<file path="config.mk">
export PLATFORM = sky130hd
export DESIGN_NAME = pu_msp430_clock_gate_ctrl_flat
export DESIGN_NICKNAME = d
export VERILOG_FILES = /design/src/rtl/pu_msp430_pkg.sv /design/src/rtl/pu_msp430_clock_gate_ctrl_if.sv /design/src/rtl/pu_msp430_clock_gate.sv /design/src/rtl/pu_msp430_clock_gate_ctrl.sv /design/src/flat_wrapper.sv
export SDC_FILE = /design/constraint.sdc
export NUM_CORES = 1
export LEC_CHECK = 0
export BUFFER_PORTS_ARGS = -buffer_cell sky130_fd_sc_hd__buf_2
export CAP_MARGIN = 20
export CORE_UTILIZATION = 36
export DETAILED_ROUTE_END_ITERATION = 8
export PLACE_DENSITY = 0.61
export SYNTH_ARGS = -nofsm -noshare
export SYNTH_HDL_FRONTEND = slang
export SYNTH_SLANG_ARGS = --single-unit
</file>
<file path="constraint.sdc">
create_clock -name clk -period 3.8 [get_ports clk]
set_input_delay 0.19 -clock clk [delete_from_list [all_inputs] [get_ports clk]]
set_output_delay 0.19 -clock clk [all_outputs]
set_load 0.01 [all_outputs]
</file>
<file path="src/rtl/pu_msp430_pkg.sv">
// Shared types and defaults for the MSP430-style per-channel clock gating controller.
package pu_msp430_pkg;

  typedef enum logic [1:0] {
    RUN   = 2'd0,
    DRAIN = 2'd1,
    OFF   = 2'd2,
    WAKE  = 2'd3
  } ch_state_t;

  localparam int DEF_NCH         = 4;
  localparam int DEF_CNT_W       = 4;
  localparam int DEF_IDLE_CYCLES = 8;
  localparam int DEF_WAKE_CYCLES = 2;

endpackage

</file>
<file path="src/rtl/pu_msp430_clock_gate_ctrl_if.sv">
// Channel-activity inputs, gated clocks and status of the clock gating controller.
interface pu_msp430_clock_gate_ctrl_if #(
  parameter int NCH = 4
);
  // wake_req/wake_ack are a four-phase pair per channel: the requester raises
  // wake_req and holds it until wake_ack is high, then drops it; wake_ack
  // falls one clock after wake_req falls, and a new request may then start.
  logic [NCH-1:0]   busy;
  logic [NCH-1:0]   force_on;
  logic [NCH-1:0]   wake_req;
  logic             gate_bypass;
  logic             scan_enable;
  logic [NCH-1:0]   gclk;
  logic [NCH-1:0]   wake_ack;
  logic [NCH-1:0]   gated;
  logic [2*NCH-1:0] state_dbg;

  modport master (
    output busy, force_on, wake_req, gate_bypass, scan_enable,
    input  gclk, wake_ack, gated, state_dbg
  );

  modport slave (
    input  busy, force_on, wake_req, gate_bypass, scan_enable,
    output gclk, wake_ack, gated, state_dbg
  );
endinterface

</file>
<file path="src/rtl/pu_msp430_clock_gate.sv">
// Glitch-free clock gate cell: enable captured by a low-phase latch, then ANDed with clk.
module pu_msp430_clock_gate (
  input  logic clk,
  input  logic en,
  input  logic scan_enable,
  output logic gclk
);

  logic en_l;

  // Latch is closed while clk is high, so an enable change only shows on the next high phase.
  always_latch begin
    if (!clk) en_l = en | scan_enable;
  end

  assign gclk = clk & en_l;

endmodule

</file>
<file path="src/rtl/pu_msp430_clock_gate_ctrl.sv">
// Per-channel idle/wake clock gating controller: one RUN/DRAIN/OFF/WAKE FSM and gate cell per channel.
module pu_msp430_clock_gate_ctrl
  import pu_msp430_pkg::*;
#(
  parameter int NCH         = DEF_NCH,
  parameter int CNT_W       = DEF_CNT_W,
  parameter int IDLE_CYCLES = DEF_IDLE_CYCLES,
  parameter int WAKE_CYCLES = DEF_WAKE_CYCLES
) (
  input  logic                         clk,
  input  logic                         puc_rst,
  pu_msp430_clock_gate_ctrl_if.slave   bus
);

  localparam logic [CNT_W-1:0] IDLE_LOAD = CNT_W'(IDLE_CYCLES - 1);
  localparam logic [CNT_W-1:0] WAKE_LOAD = CNT_W'(WAKE_CYCLES - 1);

  if (NCH < 1 || NCH > 16) begin : g_bad_nch
    $error("NCH must be in 1..16");
  end
  if (IDLE_CYCLES < 1 || IDLE_CYCLES > (1 << CNT_W) - 1) begin : g_bad_idle
    $error("IDLE_CYCLES must be in 1..2^CNT_W-1");
  end
  if (WAKE_CYCLES < 1 || WAKE_CYCLES > (1 << CNT_W) - 1) begin : g_bad_wake
    $error("WAKE_CYCLES must be in 1..2^CNT_W-1");
  end

  for (genvar i = 0; i < NCH; i++) begin : g_ch
    ch_state_t        state_q, state_d;
    logic [CNT_W-1:0] cnt_q, cnt_d;
    logic             wake_ack_q, wake_ack_d;
    logic             gated_q, gated_d;
    logic             act;
    logic             gate_en;

    assign act = bus.busy[i] | bus.force_on[i] | bus.wake_req[i];

    always_ff @(posedge clk) begin
      if (puc_rst) begin
        state_q    <= RUN;
        cnt_q      <= '0;
        wake_ack_q <= 1'b0;
        gated_q    <= 1'b0;
      end else begin
        state_q    <= state_d;
        cnt_q      <= cnt_d;
        wake_ack_q <= wake_ack_d;
        gated_q    <= gated_d;
      end
    end

    // Activity in DRAIN is tested before cnt==0 so a late reassertion never loses a pulse.
    always_comb begin
      state_d = state_q;
      cnt_d   = cnt_q;
      case (state_q)
        RUN: begin
          if (!act) begin
            state_d = DRAIN;
            cnt_d   = IDLE_LOAD;
          end
        end
        DRAIN: begin
          if (act)                state_d = RUN;
          else if (cnt_q == '0)   state_d = OFF;
          else                    cnt_d   = cnt_q - CNT_W'(1);
        end
        OFF: begin
          if (act) begin
            state_d = WAKE;
            cnt_d   = WAKE_LOAD;
          end
        end
        WAKE: begin
          if (cnt_q == '0) state_d = RUN;
          else             cnt_d   = cnt_q - CNT_W'(1);
        end
        default: state_d = RUN;
      endcase
    end

    // gated is registered from the next state so it always equals ~gate_en.
    always_comb begin
      gate_en    = (state_q != OFF);
      gated_d    = (state_d == OFF);
      wake_ack_d = bus.wake_req[i] & (state_q == RUN);
    end

    pu_msp430_clock_gate u_gate (
      .clk         (clk),
      .en          (gate_en | bus.gate_bypass),
      .scan_enable (bus.scan_enable),
      .gclk        (bus.gclk[i])
    );

    assign bus.wake_ack[i]         = wake_ack_q;
    assign bus.gated[i]            = gated_q;
    assign bus.state_dbg[2*i +: 2] = state_q;
  end

endmodule

</file>
<file path="src/flat_wrapper.sv">
// flat-port wrapper written by rule: the top's interface ports become plain ports
module pu_msp430_clock_gate_ctrl_flat import pu_msp430_pkg::*;
#(
  parameter int NCH         = DEF_NCH,
  parameter int CNT_W       = DEF_CNT_W,
  parameter int IDLE_CYCLES = DEF_IDLE_CYCLES,
  parameter int WAKE_CYCLES = DEF_WAKE_CYCLES
)
  (clk, puc_rst, bus_busy, bus_force_on, bus_wake_req, bus_gate_bypass, bus_scan_enable, bus_gclk, bus_wake_ack, bus_gated, bus_state_dbg);
  pu_msp430_clock_gate_ctrl_if #(.NCH(NCH)) bus_i ();
  input  logic clk;
  input  logic puc_rst;
  input wire logic [$bits(bus_i.busy)-1:0] bus_busy;
  input wire logic [$bits(bus_i.force_on)-1:0] bus_force_on;
  input wire logic [$bits(bus_i.wake_req)-1:0] bus_wake_req;
  input wire logic [$bits(bus_i.gate_bypass)-1:0] bus_gate_bypass;
  input wire logic [$bits(bus_i.scan_enable)-1:0] bus_scan_enable;
  output wire logic [$bits(bus_i.gclk)-1:0] bus_gclk;
  output wire logic [$bits(bus_i.wake_ack)-1:0] bus_wake_ack;
  output wire logic [$bits(bus_i.gated)-1:0] bus_gated;
  output wire logic [$bits(bus_i.state_dbg)-1:0] bus_state_dbg;
  assign bus_i.busy = bus_busy;
  assign bus_i.force_on = bus_force_on;
  assign bus_i.wake_req = bus_wake_req;
  assign bus_i.gate_bypass = bus_gate_bypass;
  assign bus_i.scan_enable = bus_scan_enable;
  assign bus_gclk = bus_i.gclk;
  assign bus_wake_ack = bus_i.wake_ack;
  assign bus_gated = bus_i.gated;
  assign bus_state_dbg = bus_i.state_dbg;
  pu_msp430_clock_gate_ctrl #(.NCH(NCH), .CNT_W(CNT_W), .IDLE_CYCLES(IDLE_CYCLES), .WAKE_CYCLES(WAKE_CYCLES)) u_core (.clk(clk), .puc_rst(puc_rst), .bus(bus_i));
endmodule
</file>
# Yosys cells after proc, flatten, opt, wreduce, memory -nomap -nowiden
# Index checks and enable logic that the tools add are counted.
# totals
reg_bits	32
latch_bits	4
inputBits	16
output_inout_bits	20
elab_cells	140
# classes
add_sub_neg	4
eq_ne	32
mux	48
bitwise_logic	24
n_reduce_logical	12
# op_table
cell	n
two-way mux 4 bit	16
one-hot mux 4 bit (4 select lines)	4
two-way mux 2 bit	20
one-hot mux 2 bit (4 select lines)	4
equality test 2 bit (second input constant)	12
inequality test 2 bit (second input constant)	12
logical NOT 4 bit	4
bitwise OR 1 bit	16
subtractor 4 x 1 -> 4 bit (second input constant)	4
AND reduction 3 bit	4
AND 1 bit	8
equality test 2 x 1 -> 1 bit (second input constant)	4
logical NOT 2 bit	4
inequality test 2 x 1 -> 1 bit (second input constant)	4
two-way mux 1 bit	4

# Depth between registers and ports, before layout
# Gate-level depths: netlist of run 1.
# depth
word_depth	5
mapped_depth	6
ltp_nobuf	6

# By module
# Synthesis of run 1 repeated with hierarchy kept, for this count alone.
# unflattened
cells_unflattened	238
area_unflattened_um2	1985.7
# by_module_without_submodules
module	instances	cells_each	area_each_um2	seq_area_each_um2
pu_msp430_clock_gate_ctrl	1	226	1875.5	640.6
pu_msp430_clock_gate	4	3	27.5	0.0

==> impl_results.md, run 1 <==
* Outcome: finished, final reports clean
* Die area at ~5300 µm²
* Hold buffer count at cts at 0
* Worst path required time at approximately 3600 ps
* Worst slew margin at 0.593
* Critical path cell sequence: and2_1, buf_2
* Worst-path clk slew at 70 ps
* PwrDens at ~500 nW/µm²
* Post_cts resized at 0
* Top cells by count, synth: 32 x dfxtp_1, 19 x nand2_1, 18 x o21ai_0
* Synth top area cells: dfxtp_1 36%, o21ai_0 5.0%, buf_4 5.0%, nand2_1 4.0%, a21oi_1 3.9%
* #FFs+latches synth at 36
* # Post-CTS Setup Buffers at 0
* CP max stage delay at 390 ps
* Cell area after synthesis at 1790 µm²
* Post-synth top flop: dfxtp_1
* Most frequent cell after synthesis: dfxtp_1
* HP Class: input pin to flip-flop
* Final net count at 253
* RSZ-0062 raised after global routing: no
* DR WL/cell at 12.7 µm
* Vias in the first global route at ~1400
* Min Hold Slack at about 42 ps
* Area Growth Syn to Fin at 17.5%
* Final setup TNS at 0 ps
* Yosys top cell area share at 0.358
* Yosys cell types at 37
* Cell Area, Placed at approximately 1900 µm²
* Ant. Diodes at 0
* Final instance area at 2100 µm²
* Crit path DAT at slightly below 3000 ps
* First-pass GRT wire length at about 6300 µm
* Setup-failing EPs final at 0
* DR pass1 iterations at 4
* Total number of yosys warnings at 0
* Via density at 5.09
* Highest Signal Layer: met4
* Drc violations at 0
* Iter 0 DRT Violations at roughly 170
* Die Ht at 72.5 µm
* Met3 wire length at 258 µm
* Total GRT Usage at 0.166
* EDFF count, synth at 0
* Port bufs at 35
* Syn Area/Cell at 8.72 µm²
* FFs w/ async S/R, synth at 0
* Storage cell area at 701 µm²
* RePlAce Congestion at 0.798
* Gr ovfl total at 0
* Hpwl dp at about 2500 µm
* Met2 WL at 1610 µm
* Rows at 25
* Initial antenna violation count at 0
* Top Ports at 36
* Area leader, netlist: dfxtp_1
* CP endpoint kind: output pin
* Critical-path top delay cell: dlxtn_1
* M1 WL at between 1500 and 2000 µm
* Final wirelength at 3850 µm
* P_leak at 0.823 nW
* Net count after synthesis at 225
* Die width at 72.5 µm
* Critical path launch point type: latch
* Multi-input logic area at approximately 940 µm²
* Dpl ws at 1010 ps
* CORE AREA at 4750 µm²
* Post-route worst setup slack at between 600 and 700 ps
* ANT nets after route at 0
* Initial core utilization at 0.376
* Hold Violations, Final at 0
* Maxcap violations at 0
* Clk_lat worst skew at 400 ps
* Clock tree from TritonCTS: built
* Max Slew Vio Count at 0
* Slew @ Worst Pin at 593 ps
* CP Max Fanout at 1
* Share of cells above drive strength 1 at 0.234
* Mapped Cells at around 210
* FILL cells at approximately 500
* Setup Crit Path Kind: latch to output pin
* Vias at around 1500
* VDD IR-drop max at 0.000202 V
* Largest net degree at the start of global routing at 22
* Worst Skew at 7.05 ps
## layer usage
| metal | GRT usage | up-vias |
|---|---|---|
| li1 | - | 783 |
| met1 | 0.194 | 690 |
| met2 | 0.219 | 48 |
| met3 | 0.0722 | 16 |
| met4 | 0.163 | 0 |
| met5 | 0 | - |
## logic make-up after synthesis
logic type      synth area share
mux                       0.0287
latches                   0.0336
fa+ha+maj                 0.0280
buf+inv                   0.0840
xor+xnor                 0.00490
flops                      0.358
compound gates             0.178
simple gates               0.284
## per-stage QoR
| stage | util | total power [mW] | std cells |
|---|---|---|---|
| 6_report | 0.442 | 1.04 | 302 |
| 3_5_place_dp | 0.407 | 0.571 | 289 |
| 3_3_place_gp | 0.407 | 0.570 | 289 |
| 5_1_grt | 0.442 | 1.09 | 302 |
| 4_1_cts | 0.442 | 1.06 | 302 |
| 2_1_floorplan | - | 0.571 | 205 |
## final timing paths
check / depth (start not counted) / endpoint / startpoint / slack, ps
setup / recovery: 2 / bus_gclk[3] / u_core.g_ch[3].u_gate.en_l$_DLATCH_N_ / 630
hold / removal: 2 / u_core.g_ch[3].wake_ack_q$_SDFF_PP0_ / bus_wake_req[3] / 40
setup reg to reg: 2 / u_core.g_ch[3].u_gate.en_l$_DLATCH_N_ / u_core.g_ch[3].state_q[0]$_SDFF_PP0_ / 1000
hold reg to reg: 2 / u_core.g_ch[2].cnt_q[1]$_SDFFE_PP0P_ / u_core.g_ch[2].cnt_q[1]$_SDFFE_PP0P_ / 500
## layout make-up
type	instances	area share
multi-input cells	141	0.446
flip-flops and latches	36	0.334
repair buffers	31	0.0739
clock buffers	15	0.0721
well taps	67	0.0399
inverters	10	0.0179
clock inverters	2	0.0167
## cells in the final DEF (no fill, tap or decap), types with 6 or more instances in the layout
cell | synthesis | routed
dfxtp_1 | 32 | 32
o21ai_0 | 18 | 18
clkbuf_8 | 0 | 9
inv_1 | 10 | 10
buf_2 | 0 | 35
and3_1 | 7 | 7
a21oi_1 | 14 | 14
nor3_1 | 8 | 8
nand2_1 | 19 | 19
nand3b_1 | 6 | 6
nor2b_1 | 8 | 8
## critical path, delay by kind of cell (launching register included)
kind | cells | cell delay (ps)
latches | 1 | 390
and+or+nand+nor | 1 | 140
buffers and inverters | 1 | 140
## flip-flops by register name, indices dropped and copies added, names as in the netlist
| signal | flops |
|---|---|
| u_core.g_ch.cnt_q | 16 |
| u_core.g_ch.state_q | 8 |
| u_core.g_ch.gated_q | 4 |
| u_core.g_ch.u_gate.en_l | 4 |
| u_core.g_ch.wake_ack_q | 4 |
## power breakdown
| group | switching, mW | internal [mW] |
|---|---|---|
| combinational | 0.0457 | 0.0371 |
| clock | 0.233 | 0.339 |
| sequential | 0.0121 | 0.378 |
| total | 0.291 | 0.753 |
No activity file was read; power rests on OpenSTA's default activity.
==> run 2, diff against run 1 <==
PLACE_DENSITY = 0.63   (was 0.61)
clock period = 2.9 ns   (was 3.8 ns; I/O delays follow)
==> impl_results.md, run 2 (synthesis results as in run 1) <==
* RSZ-0062 raised after global routing: no (unchanged)
* Clk_lat worst skew at 380 ps (was 400 ps)
* ANT nets after route at 0 (unchanged)
* Hold Violations, Final at 0 (unchanged)
* Vias at 1512 (was 1537)
* Largest net degree at the start of global routing at 22 (unchanged)
* Final net count at 253 (unchanged)
* Setup-failing EPs final at 0 (unchanged)
* Port bufs at 35 (unchanged)
* Critical path launch point type: latch (unchanged)
* Multi-input logic area at 937 µm² (unchanged)
* Leading cell type in the layout, fill and taps excluded: buf_2 (unchanged)
* Via density at 5.01 (was 5.09)
* Post_cts resized at 0 (unchanged)
* Die Ht at 72.5 µm (unchanged)
* PwrDens at 610 nW/µm² (was 497 nW/µm²)
* Biggest register: u_core.g_ch.cnt_q (unchanged)
* CP max stage delay at 380 ps (was 390 ps)
* Worst slew margin at 0.596 (was 0.593)
* Overall power at 1.27 mW (was 1.04 mW)
* Worst Skew at 2.23 ps (was 7.05 ps)
* Vias in the first global route at 1398 (was 1440)
* Max reg flops at 16 (unchanged)
* Crit path DAT at 2500 ps (was 2980 ps)
* Setup Crit Path Kind: latch to output pin (unchanged)
* Slew @ Worst Pin at 589 ps (was 593 ps)
* DR pass1 iterations at 4 (unchanged)
* Met3 usage at 0.0694 (was 0.0722)
* Gr ovfl total at 0 (unchanged)
* Area Growth Syn to Fin at 16.5% (was 17.5%)
* Most frequent cells in the layout: 35 x buf_2, 32 x dfxtp_1, 19 x nand2_1, 18 x o21ai_0, 14 x a21oi_1 (unchanged)
* HP Class: input pin to flip-flop (unchanged)
* Hpwl dp at 2440 µm (was 2550 µm)
* Outcome: finished, final reports clean (unchanged)
* CP endpoint kind: output pin (unchanged)
* Clock tree from TritonCTS: built (unchanged)
* Drc violations at 0 (unchanged)
* P_leak at 0.813 nW (was 0.823 nW)
* CP Max Fanout at 1 (unchanged)
* Initial core utilization at 0.376 (unchanged)
* RePlAce Congestion at 0.761 (was 0.798)
* Critical path cell sequence: and2_1, buf_2 (unchanged)
* GR Util met2 at 0.236 (was 0.219)
* Initial antenna violation count at 0 (unchanged)
* Final setup TNS at 0 ps (unchanged)
* Total GRT Usage at 0.157 (was 0.166)
* Die area at 5250 µm² (unchanged)
* Final wirelength at 3600 µm (was 3850 µm)
* Hold buffer count at cts at 0 (unchanged)
* Rows at 25 (unchanged)
* Busiest grt layer: met2 (unchanged)
* # Post-CTS Setup Buffers at 0 (unchanged)
* DR WL/cell at 11.9 µm (was 12.7 µm)
* Top Ports at 36 (unchanged)
* Top Registers: u_core.g_ch.cnt_q (16), u_core.g_ch.state_q (8) (unchanged)
* Ant. Diodes at 0 (unchanged)
* VDD IR-drop max at 0.000322 V (was 0.000202 V)
* Max Slew Vio Count at 0 (unchanged)
* Iter 0 DRT Violations at 91 (was 169)
* Critical-path top delay cell: dlxtn_1 (unchanged)
* Storage cell area at 701 µm² (unchanged)
* Worst-path clk slew at 70 ps (about the same)
* Die width at 72.5 µm (unchanged)
* GRT met1 Usage at 0.181 (was 0.194)
* First-pass GRT wire length at 6110 µm (was 6330 µm)
* FILL cells at 484 (was 496)
* Share of cells above drive strength 1 at 0.230 (was 0.234)
* CORE AREA at 4750 µm² (unchanged)
* Worst path required time at 2760 ps (was 3610 ps)
* Maxcap violations at 0 (unchanged)
[run 2: changes by cell type in the layout (fill, tap and decap cells not counted), sizes merged]
cell	previous run	this run
bufinv	1	0
clkinv	1	0
clkbuf	11	13
[run 2: final cells by class]
type                    count  area share
multi-input cells         141       0.450
flip-flops and latches     36       0.336
clock buffers              17      0.0811
repair buffers             31      0.0745
well taps                  67      0.0402
inverters                  10      0.0180
[run 2: critical path: cells and delay by family (launching register included)]
kind / cells / cell delay (ps)
latches: 1 / 380
simple gates: 1 / 130
buf+inv: 1 / 130
[run 2: path summary, 6_finish.rpt]
kind | start | to | slack [ps] | depth (start not counted)
min | bus_wake_req[2] | u_core.g_ch[2].wake_ack_q$_SDFF_PP0_ | 30 | 2
min reg2reg | u_core.g_ch[1].cnt_q[1]$_SDFFE_PP0P_ | u_core.g_ch[1].cnt_q[1]$_SDFFE_PP0P_ | 490 | 2
max reg2reg | u_core.g_ch[3].state_q[0]$_SDFF_PP0_ | u_core.g_ch[3].u_gate.en_l$_DLATCH_N_ | 570 | 2
max | u_core.g_ch[2].u_gate.en_l$_DLATCH_N_ | bus_gclk[2] | 260 | 2
[run 2: stage by stage]
stage                util  hold slack [ps]  area, µm²  cells  setup slack, ps
finish              0.438             31.5       2080    302              256
global route        0.438             24.4       2080    302              192
CTS                 0.438             22.3       2080    302              230
detailed placement  0.407              347       1930    289              570
global placement    0.407              347       1930    289              593
floorplan               -              291       1790    205              488
[run 2: routing by layer]
metal	wire, µm	vias to the layer above	part of all wire
met5	0	-	0
met4	48	0	0.013
met3	199	5	0.055
met2	1670	33	0.46
met1	1680	694	0.47
li1	-	780	-
[run 2: power by group]
group / total, mW / leakage [nW] / switching (mW) / internal, mW
Combinational: 0.108 / 0.418 / 0.0594 / 0.0487
Sequential: 0.510 / 0.295 / 0.0154 / 0.495
Clock: 0.653 / 0.101 / 0.272 / 0.382
